===== config.mk =====
export PLATFORM = sky130hd
export DESIGN_NAME = meas_sequencer
export DESIGN_NICKNAME = d
export VERILOG_FILES = /design/src/rtl/meas_pkg.sv /design/src/rtl/meas_result_fifo.sv /design/src/rtl/meas_sequencer.sv
export SDC_FILE = /design/constraint.sdc
export NUM_CORES = 1
export LEC_CHECK = 0
export ABC_AREA = 1
export CORE_MARGIN = 4
export CORE_UTILIZATION = 43
export DETAILED_ROUTE_END_ITERATION = 16
export MAX_ROUTING_LAYER = met4
export PLACE_DENSITY_LB_ADDON = 0.08
export SLEW_MARGIN = 10
export SYNTH_ARGS = -nofsm -noshare
export SYNTH_HDL_FRONTEND = slang
export SYNTH_HIERARCHICAL = 1
export SYNTH_SLANG_ARGS = --single-unit

===== constraint.sdc =====
create_clock -name clk_i -period 2.5 [get_ports clk_i]
set_clock_uncertainty 0.05 [all_clocks]
set_input_delay 0.5 -clock clk_i [delete_from_list [all_inputs] [get_ports clk_i]]
set_output_delay 0.5 -clock clk_i [all_outputs]
set_load 0.1 [all_outputs]

===== src/rtl/meas_pkg.sv =====
// meas_pkg: AFE phase encodings, sequencer states and the
// result-word layout {ch, ovr, sign, count}.
package meas_pkg;

  localparam logic [1:0] AFE_IDLE  = 2'b00;
  localparam logic [1:0] AFE_AZ    = 2'b01;
  localparam logic [1:0] AFE_INT   = 2'b10;
  localparam logic [1:0] AFE_DEINT = 2'b11;

  typedef enum logic [2:0] {
    S_IDLE,
    S_SETTLE,
    S_AZ,
    S_INT,
    S_DEINT,
    S_ACCUM,
    S_NEXT
  } state_t;

  function automatic int res_sign_lsb(int cnt_w);
    return cnt_w;
  endfunction

  function automatic int res_ovr_lsb(int cnt_w);
    return cnt_w + 1;
  endfunction

  function automatic int res_ch_lsb(int cnt_w);
    return cnt_w + 2;
  endfunction

  function automatic int res_width(int ch_w, int cnt_w);
    return ch_w + cnt_w + 2;
  endfunction

endpackage


===== src/rtl/meas_result_fifo.sv =====
// meas_result_fifo: first-word-fall-through result buffer.
// Ports: push_i/data_i write, pop_i read, data_o head, empty_o/full_o.
module meas_result_fifo #(
  parameter int WIDTH = 16,
  parameter int DEPTH = 8
) (
  input  logic             clk_i,
  input  logic             rst_i,
  input  logic             push_i,
  input  logic [WIDTH-1:0] data_i,
  input  logic             pop_i,
  output logic [WIDTH-1:0] data_o,
  output logic             empty_o,
  output logic             full_o
);

  localparam int AW = $clog2(DEPTH);

  logic [WIDTH-1:0] mem [DEPTH];
  logic [AW:0]      wr_ptr;
  logic [AW:0]      rd_ptr;
  logic             do_push;
  logic             do_pop;

  assign empty_o = (wr_ptr == rd_ptr);
  assign full_o  = (wr_ptr[AW-1:0] == rd_ptr[AW-1:0])
                && (wr_ptr[AW] != rd_ptr[AW]);

  // A pop frees the head slot this cycle, so a push into a
  // full buffer is accepted when it coincides with a pop.
  assign do_pop  = pop_i && !empty_o;
  assign do_push = push_i && (!full_o || do_pop);

  assign data_o = empty_o ? '0 : mem[rd_ptr[AW-1:0]];

  always_ff @(posedge clk_i) begin
    if (rst_i) begin
      wr_ptr <= '0;
      rd_ptr <= '0;
    end else begin
      if (do_push) wr_ptr <= wr_ptr + 1'b1;
      if (do_pop)  rd_ptr <= rd_ptr + 1'b1;
    end
  end

  always_ff @(posedge clk_i) begin
    if (do_push) mem[wr_ptr[AW-1:0]] <= data_i;
  end

endmodule


===== src/rtl/meas_sequencer.sv =====
// meas_sequencer: multi-channel dual-slope conversion sequencer.
// Ports: start/abort/mask control, comp/ready from AFE, AFE phase
// and mux outputs, FWFT result port, sticky overflow, scan irq.
module meas_sequencer
  import meas_pkg::*;
#(
  parameter  int NUM_CH     = 4,
  parameter  int CNT_W      = 12,
  parameter  int INT_CYCLES = 1024,
  parameter  int AZ_CYCLES  = 64,
  parameter  int AVG_LOG2   = 2,
  parameter  int FIFO_DEPTH = 8,
  localparam int CH_W  = (NUM_CH > 1) ? $clog2(NUM_CH) : 1,
  localparam int RES_W = res_width(CH_W, CNT_W)
) (
  input  logic              clk_i,
  input  logic              rst_i,
  input  logic              start_i,
  input  logic              continuous_i,
  input  logic              abort_i,
  input  logic [NUM_CH-1:0] ch_mask_i,
  input  logic              comp_i,
  input  logic              analog_ready_i,
  output logic [1:0]        afe_sel_o,
  output logic [CH_W-1:0]   ch_sel_o,
  output logic              ref_sign_o,
  output logic              busy_o,
  output logic [RES_W-1:0]  res_data_o,
  output logic              res_valid_o,
  input  logic              res_ready_i,
  output logic              fifo_ovf_o,
  output logic              irq_o
);

  localparam int PH_MAX = (INT_CYCLES > AZ_CYCLES)
                        ? INT_CYCLES : AZ_CYCLES;
  localparam int PH_W   = $clog2(PH_MAX + 1);
  localparam int ACC_W  = CNT_W + AVG_LOG2;
  localparam int CV_W   = (AVG_LOG2 > 0) ? AVG_LOG2 : 1;
  localparam int R_CH   = res_ch_lsb(CNT_W);
  localparam int R_OVR  = res_ovr_lsb(CNT_W);
  localparam int R_SGN  = res_sign_lsb(CNT_W);

  localparam logic [CNT_W-1:0] CNT_MAX  = '1;
  localparam logic [PH_W-1:0]  AZ_LAST  = PH_W'(AZ_CYCLES - 1);
  localparam logic [PH_W-1:0]  INT_LAST = PH_W'(INT_CYCLES - 1);
  localparam logic [CV_W-1:0]  CV_LAST  =
    CV_W'((1 << AVG_LOG2) - 1);

  state_t            state;
  state_t            nstate;
  logic [NUM_CH-1:0] mask;
  logic [CH_W-1:0]   ch;
  logic [PH_W-1:0]   ph;
  logic [CNT_W-1:0]  cnt;
  logic              sign;
  logic              ovr;
  logic [ACC_W-1:0]  acc;
  logic [ACC_W-1:0]  acc_sum;
  logic              ovr_acc;
  logic [CV_W-1:0]   conv;
  logic              ovf;
  logic              irq;
  logic              irq_n;
  logic              push;
  logic              full;
  logic              empty;
  logic              flip;
  logic              sat;
  logic              last_conv;
  logic [CH_W:0]     first;
  logic [CH_W:0]     restart;
  logic [CH_W:0]     nxt;
  logic [RES_W-1:0]  push_data;

  // {found, index} of the lowest set bit at or above 'from'.
  function automatic logic [CH_W:0] find_set(
    input logic [NUM_CH-1:0] m,
    input int                from
  );
    find_set = '0;
    for (int i = NUM_CH - 1; i >= 0; i--) begin
      if (m[i] && i >= from) find_set = {1'b1, CH_W'(i)};
    end
  endfunction

  always_comb begin
    first     = find_set(ch_mask_i, 0);
    restart   = find_set(mask, 0);
    nxt       = find_set(mask, int'(ch) + 1);
    acc_sum   = acc + ACC_W'(cnt);
    last_conv = (conv == CV_LAST);
    flip      = (comp_i != sign);
    sat       = (cnt == CNT_MAX);
  end

  always_comb begin
    push_data = '0;
    push_data[R_CH +: CH_W]    = ch;
    push_data[R_OVR]           = ovr_acc | ovr;
    push_data[R_SGN]           = sign;
    push_data[0 +: CNT_W]      = acc_sum[AVG_LOG2 +: CNT_W];
  end

  always_ff @(posedge clk_i) begin
    if (rst_i) state <= S_IDLE;
    else       state <= nstate;
  end

  always_comb begin
    nstate    = state;
    afe_sel_o = AFE_IDLE;
    push      = 1'b0;
    irq_n     = 1'b0;
    unique case (state)
      S_IDLE: begin
        if (start_i && first[CH_W]) nstate = S_SETTLE;
      end
      S_SETTLE: begin
        afe_sel_o = AFE_AZ;
        if (analog_ready_i) nstate = S_AZ;
      end
      S_AZ: begin
        afe_sel_o = AFE_AZ;
        if (ph == AZ_LAST) nstate = S_INT;
      end
      S_INT: begin
        afe_sel_o = AFE_INT;
        if (ph == INT_LAST) nstate = S_DEINT;
      end
      S_DEINT: begin
        afe_sel_o = AFE_DEINT;
        if (flip || sat) nstate = S_ACCUM;
      end
      S_ACCUM: begin
        afe_sel_o = AFE_AZ;
        push      = last_conv;
        nstate    = last_conv ? S_NEXT : S_SETTLE;
      end
      S_NEXT: begin
        afe_sel_o = AFE_AZ;
        if (nxt[CH_W]) begin
          nstate = S_SETTLE;
        end else begin
          irq_n  = 1'b1;
          nstate = continuous_i ? S_SETTLE : S_IDLE;
        end
      end
      default: nstate = S_IDLE;
    endcase
    if (abort_i) begin
      nstate = S_IDLE;
      push   = 1'b0;
      irq_n  = 1'b0;
    end
  end

  always_ff @(posedge clk_i) begin
    if (rst_i) begin
      mask    <= '0;
      ch      <= '0;
      ph      <= '0;
      cnt     <= '0;
      sign    <= 1'b0;
      ovr     <= 1'b0;
      acc     <= '0;
      ovr_acc <= 1'b0;
      conv    <= '0;
      ovf     <= 1'b0;
      irq     <= 1'b0;
    end else begin
      irq <= irq_n;
      if (push && full && !res_ready_i) ovf <= 1'b1;
      if (abort_i) begin
        acc     <= '0;
        ovr_acc <= 1'b0;
        conv    <= '0;
        ph      <= '0;
      end else begin
        unique case (state)
          S_IDLE: begin
            if (start_i && first[CH_W]) begin
              mask    <= ch_mask_i;
              ch      <= first[CH_W-1:0];
              ovf     <= 1'b0;
              acc     <= '0;
              ovr_acc <= 1'b0;
              conv    <= '0;
            end
          end
          S_SETTLE: ph <= '0;
          S_AZ: ph <= (ph == AZ_LAST) ? '0 : ph + 1'b1;
          S_INT: begin
            if (ph == INT_LAST) begin
              ph   <= '0;
              sign <= comp_i;
              cnt  <= '0;
              ovr  <= 1'b0;
            end else begin
              ph <= ph + 1'b1;
            end
          end
          // cnt holds the exit-cycle count for ACCUM.
          S_DEINT: begin
            if (!flip) begin
              if (sat) ovr <= 1'b1;
              else     cnt <= cnt + 1'b1;
            end
          end
          S_ACCUM: begin
            if (last_conv) begin
              acc     <= '0;
              ovr_acc <= 1'b0;
              conv    <= '0;
            end else begin
              acc     <= acc_sum;
              ovr_acc <= ovr_acc | ovr;
              conv    <= conv + 1'b1;
            end
          end
          S_NEXT: begin
            if (nxt[CH_W])
              ch <= nxt[CH_W-1:0];
            else if (continuous_i && restart[CH_W])
              ch <= restart[CH_W-1:0];
          end
          default: ;
        endcase
      end
    end
  end

  meas_result_fifo #(
    .WIDTH (RES_W),
    .DEPTH (FIFO_DEPTH)
  ) u_fifo (
    .clk_i   (clk_i),
    .rst_i   (rst_i),
    .push_i  (push),
    .data_i  (push_data),
    .pop_i   (res_ready_i),
    .data_o  (res_data_o),
    .empty_o (empty),
    .full_o  (full)
  );

  assign ch_sel_o    = ch;
  assign ref_sign_o  = sign;
  assign busy_o      = (state != S_IDLE);
  assign res_valid_o = !empty;
  assign fifo_ovf_o  = ovf;
  assign irq_o       = irq;

endmodule


; ---- Word level (Yosys, flattened, before mapping)
; Memory sizes are Yosys's and may differ from the RTL's. A register that Yosys moved wholly into a read port is not among the register bits.
; Cells that the tools add are included.
[totals]
wordCells = 142
memories = 1
register_bits = 61
ram_bits = 128
output_inout_bits = 25
[classes]
reduce_logical = 32
order_cmp = 4
bitwise_logic = 3
n_addsub = 7
eq_ne = 23
n_mux = 58
[mem_list]
columns = memory, words, width, read_ports, rd_clocked_by_memory_dff, wr, line_no
row1 = u_fifo.mem, 8, 16, 1, 1, 1, meas_result_fifo.sv:19  ; logic [WIDTH-1:0] mem [DEPTH];
[op_table]
columns = operator, n
row1 = two-way mux 3 bit, 20
row2 = two-way mux 12 bit, 3
row3 = case mux 11 bit (3 select lines), 1
row4 = two-way mux 14 bit, 2
row5 = case mux 14 bit (2 select lines), 1
row6 = case mux 12 bit (2 select lines), 1
row7 = two-way mux 11 bit, 2
row8 = case mux 3 bit (7 select lines), 1
row9 = two-way mux 1 bit, 16
row10 = two-way mux 16 bit, 1
row11 = "inequality test 2 bit, second input constant", 8
row12 = AND reduction 5 bit, 3
row13 = adder 14 x 12 -> 14 bit, 1
row14 = "adder 12 x 1 -> 12 bit, second input constant", 1
row15 = "== test 12 bit, second input constant", 1
row16 = "adder 11 x 1 -> 11 bit, second input constant", 1
row17 = "== test 11 x 10 -> 1 bit, second input constant", 1
row18 = "== test 11 x 6 -> 1 bit, second input constant", 1
row19 = logical AND 1 bit, 11
row20 = two-way mux 2 bit, 5
row21 = "== test 3 bit, second input constant", 3
row22 = "adder 4 x 1 -> 4 bit, second input constant", 2
row23 = case mux 2 bit (2 select lines), 2
row24 = "== test 3 x 2 -> 1 bit, second input constant", 2
row25 = 25 further kinds, 37

; ---- Depth between registers and ports, before layout
[logic_depth]
depth_word = 9
mapped_depth = 12
mapped_depth_nobuf = 12

; ---- By module
; Netlist, hierarchy kept.
[modules_own_cells]
columns = module, seq_area_each_um2, area_per_inst_um2, instances, cells_per_inst
row1 = meas_result_fifo, 4063.9, 5639.2, 1, 482
row2 = meas_sequencer, 1061.0, 3708.6, 1, 577

; ---- Least setup slack after synthesis
; Ideal clock, no wire load.
[synth_timing]
path_type = reg-to-output
from = register state[2]
to = output afe_sel_o[0]
path_slack_ns = -0.658
stages_incl_launch_ff = 4
arrival_ns = 2.608
n_path_buf = 1
cell_sequence = dfxtp_1 -> buf_4 -> nor2_1 -> o21ai_0
[synth_between]
elab_chain_len = 3
[synth_rtl]
columns = element, line_no
row1 = start: declaration, meas_sequencer.sv:50  ; state_t state;
row2 = start signal: assignment, meas_sequencer.sv:107  ; else state <= nstate;
row3 = "== test 3 bit, or another cell as far along", meas_sequencer.sv:115  ; unique case (state)
row4 = OR reduction 4 bit (no line), n/a
row5 = case mux 2 bit (3 select lines) *, meas_sequencer.sv:115
row6 = end: declaration, meas_sequencer.sv:24  ; output logic [1:0] afe_sel_o,
; Every way passes the cells marked *; elsewhere a longest branch is shown, timed or not.

==> metrics <==
Async SR Flop Fraction 0%; setup violators final 2; Slew Limit Fails 0; Final Cycle Share 101%; failing checks negative setup slack; post-synthesis sequential area ratio 54.8%; Crit path max-delay family compound AO/OA/AOI/OAI gates; Final Critical Period 2530 ps; CP arrival 1980 ps; Post-route DRC 0; most frequent cells in the layout nand2_1 (189), nor2_1 (182), edfxtp_1 (128), o21ai_0 (108), inv_1 (77); PortBufs 36; synthesized area 9350 sq um; worst path cell trace inv_6, buf_12, o21ai_0, o21ai_1, o21ai_0, nor2_2, buf_12; CTS tree built; pin count of the biggest net entering global routing 65; Reg clk slew, reported paths 80 ps; PD cells 578 nW/um^2; first-pass GRT wire length 34800 um; I/O pins 37; synth warn 6; Synth Flop Type edfxtp_1; Max Buffers Root-to-Sink 2; Worst-Margin Slew 580 ps; die area 24200 sq um; number of flops mapped to enable cells by yosys 128; DR iter-0 viols 518; #FFs+latches synth 192; slew margin rel. 61.3%; Crit-path slowest cell dfxtp_4; via count 7166; average wire per standard cell 15.8 um; leakage 0.00446 uW; HP Class flop to flop; CP Max Fanout 16; Syn Nets 1089; final hold viol count 0; nets 1149; initial antenna violation count 0; Critical Path Max Stage Delay 440 ps; critical path required time 1950 ps; worst skew pair latency 430 ps; Clock Sinks 192; htree depth 4; chip width 155 um; status finished with violations; vias in the first global route 6752; row count 53; setup_tns -30.3 ps; P&R area growth vs syn 20.7%; CP Capture Type primary output; layout cell share with drive strength beyond 1 16.8%; Reg area 5140 sq um; Routed met3 length 385 um; placer congestion estimate 0.833; RSZ-0062 raised after global routing true; clock buffer count from CTS 17; CTS Root Cell clkbuf_16; Peak VDD IR 0.492 mV; met2 wire len 11000 um; Cells after Synth 1059; final WL 22200 um; top layer in use met4; hpwl dp 14300 um; area of the multi-input gates 3740 sq um; remaining global-route overflow 0; DP Area 10400 sq um; FILL cells 1984; Post-CTS Hold Buffers 0; met1 WL 10600 um; Buf+Inv Stages, Crit Path 3; Finished Cell Area 11300 sq um; Startpoint Class flop; antenna cells 0; Distinct cells, synth 46; GRT Total Usage 18.5%; Core Region 21200 sq um; Final ANT Viol Nets 0; total of max-cap violations 0; Starting Density 44.1%; Crit Path Class flop to primary output; Setup WS post-layout -26.6 ps; Die H 155 um; Via-to-Cell Ratio 5.09; first-pass detailed-route iteration total 5; Syn Area/Cell 8.83 sq um; FMAX 396 MHz; most common cell after layout, fill and taps aside nand2_1
-- routing by layer --
| metal | up-vias | global-route usage, % |
|---|---|---|
| met5 | - | - |
| met4 | 0 | 4.13 |
| met3 | 18 | 2.59 |
| met2 | 73 | 31.1 |
| met1 | 3410 | 24.1 |
| li1 | 3665 | - |
-- path summary, 6_finish.rpt --
kind              startpoint               end  slack [ps]  depth (start not counted)
setup / recovery        flop     res_data_o[6]         -30                          7
hold / removal       ovr_acc           ovr_acc         410                          2
setup reg to reg    state[2]  u_fifo/mem[0][4]         280                          6
hold reg to reg      ovr_acc           ovr_acc         410                          2
-- stage by stage --
stage | total power [uW] | hold slack [ps] | std cells | setup WS (ps) | utilization, %
after floorplan | 3760 | 381 | 1059 | 27.4 | -
after global placement | 3890 | 394 | 1366 | 54.1 | 49.2
after detailed placement | 3890 | 401 | 1366 | 36.3 | 49.2
after CTS | 6590 | 416 | 1399 | -15.2 | 52.2
after global routing | 6780 | 445 | 1407 | -99.8 | 53.1
final | 6520 | 412 | 1407 | -26.6 | 53.1
-- what timing repair did --
action,in CTS,in global routing
pin swaps,2,3
gates cloned,0,5
resized for setup,9,19
setup buffers,1,3
endpoints found under the setup margin,16,17
-- registers in the layout, summed over array words and instances, names as in the netlist, 2 cells and up, named ones only --
signal	flops
mask	4
state	3
acc	14
ph	11
conv	2
cnt	12
u_fifo/wr_ptr	4
ch_sel_o	2
u_fifo/rd_ptr	4
u_fifo/mem	128
-- cell families after synthesis --
family / share of synthesized area (%)
and+or+nand+nor: 23.8
AOI/OAI and AO/OA: 11.1
buffers and inverters: 5.96
xor gates and xnor gates: 1.85
DFF: 54.8
adders and majority gates: 2.49
-- worst register-to-register path: cells and delay by family (launching register included) --
family / cells / cell delay (ps)
flops: 1 / 530
simple gates: 4 / 940
buf+inv: 2 / 410
-- power breakdown --
part | switching (uW) | internal, uW | total (uW)
Sequential | 28.1 | 3360 | 3390
Clock | 1350 | 1360 | 2710
Combinational | 291 | 129 | 419
Total | 1670 | 4850 | 6520
-- area by class of cell --
cell class | instances | area share (%)
Clock buffer | 17 | 3.77
Clock inverter | 15 | 1.60
Inverter | 89 | 3.02
Multi-Input combinational cell | 740 | 33.1
Sequential cell | 192 | 45.6
Tap cell | 275 | 3.05
Timing Repair Buffer | 79 | 9.84
-- synth_stat cells, types with 2 or more instances --
cell      instances  area, sq um
nor2_1          205          769
nand2_1         189          709
edfxtp_1        128         3840
o21ai_0         117          586
inv_1            77          289
dfxtp_1          64         1280
a21oi_1          50          250
nand3_1          49          245
ha_1             17          213
clkbuf_1         15         56.3
nand2_2          15         93.8
nand4_1          13         81.3
o21ai_1          12         60.1
xor2_1           12          105
a21oi_2          10         87.6
inv_2            10         37.5
nor3_1           10         50.1
buf_4             8         60.1
and2_1            7         43.8
buf_2             7         35.0
nor2_4            4         45.0
xnor2_1           4         35.0
clkbuf_2          3         15.0
nand2_4           3         33.8
nand3_2           3         30.0
nand3b_1          3         22.5
a31oi_1           2         12.5
buf_6             2         22.5
nor2_8            2         40.0
or2_2             2         12.5
Note: power is estimated with default switching activity, not from simulation.
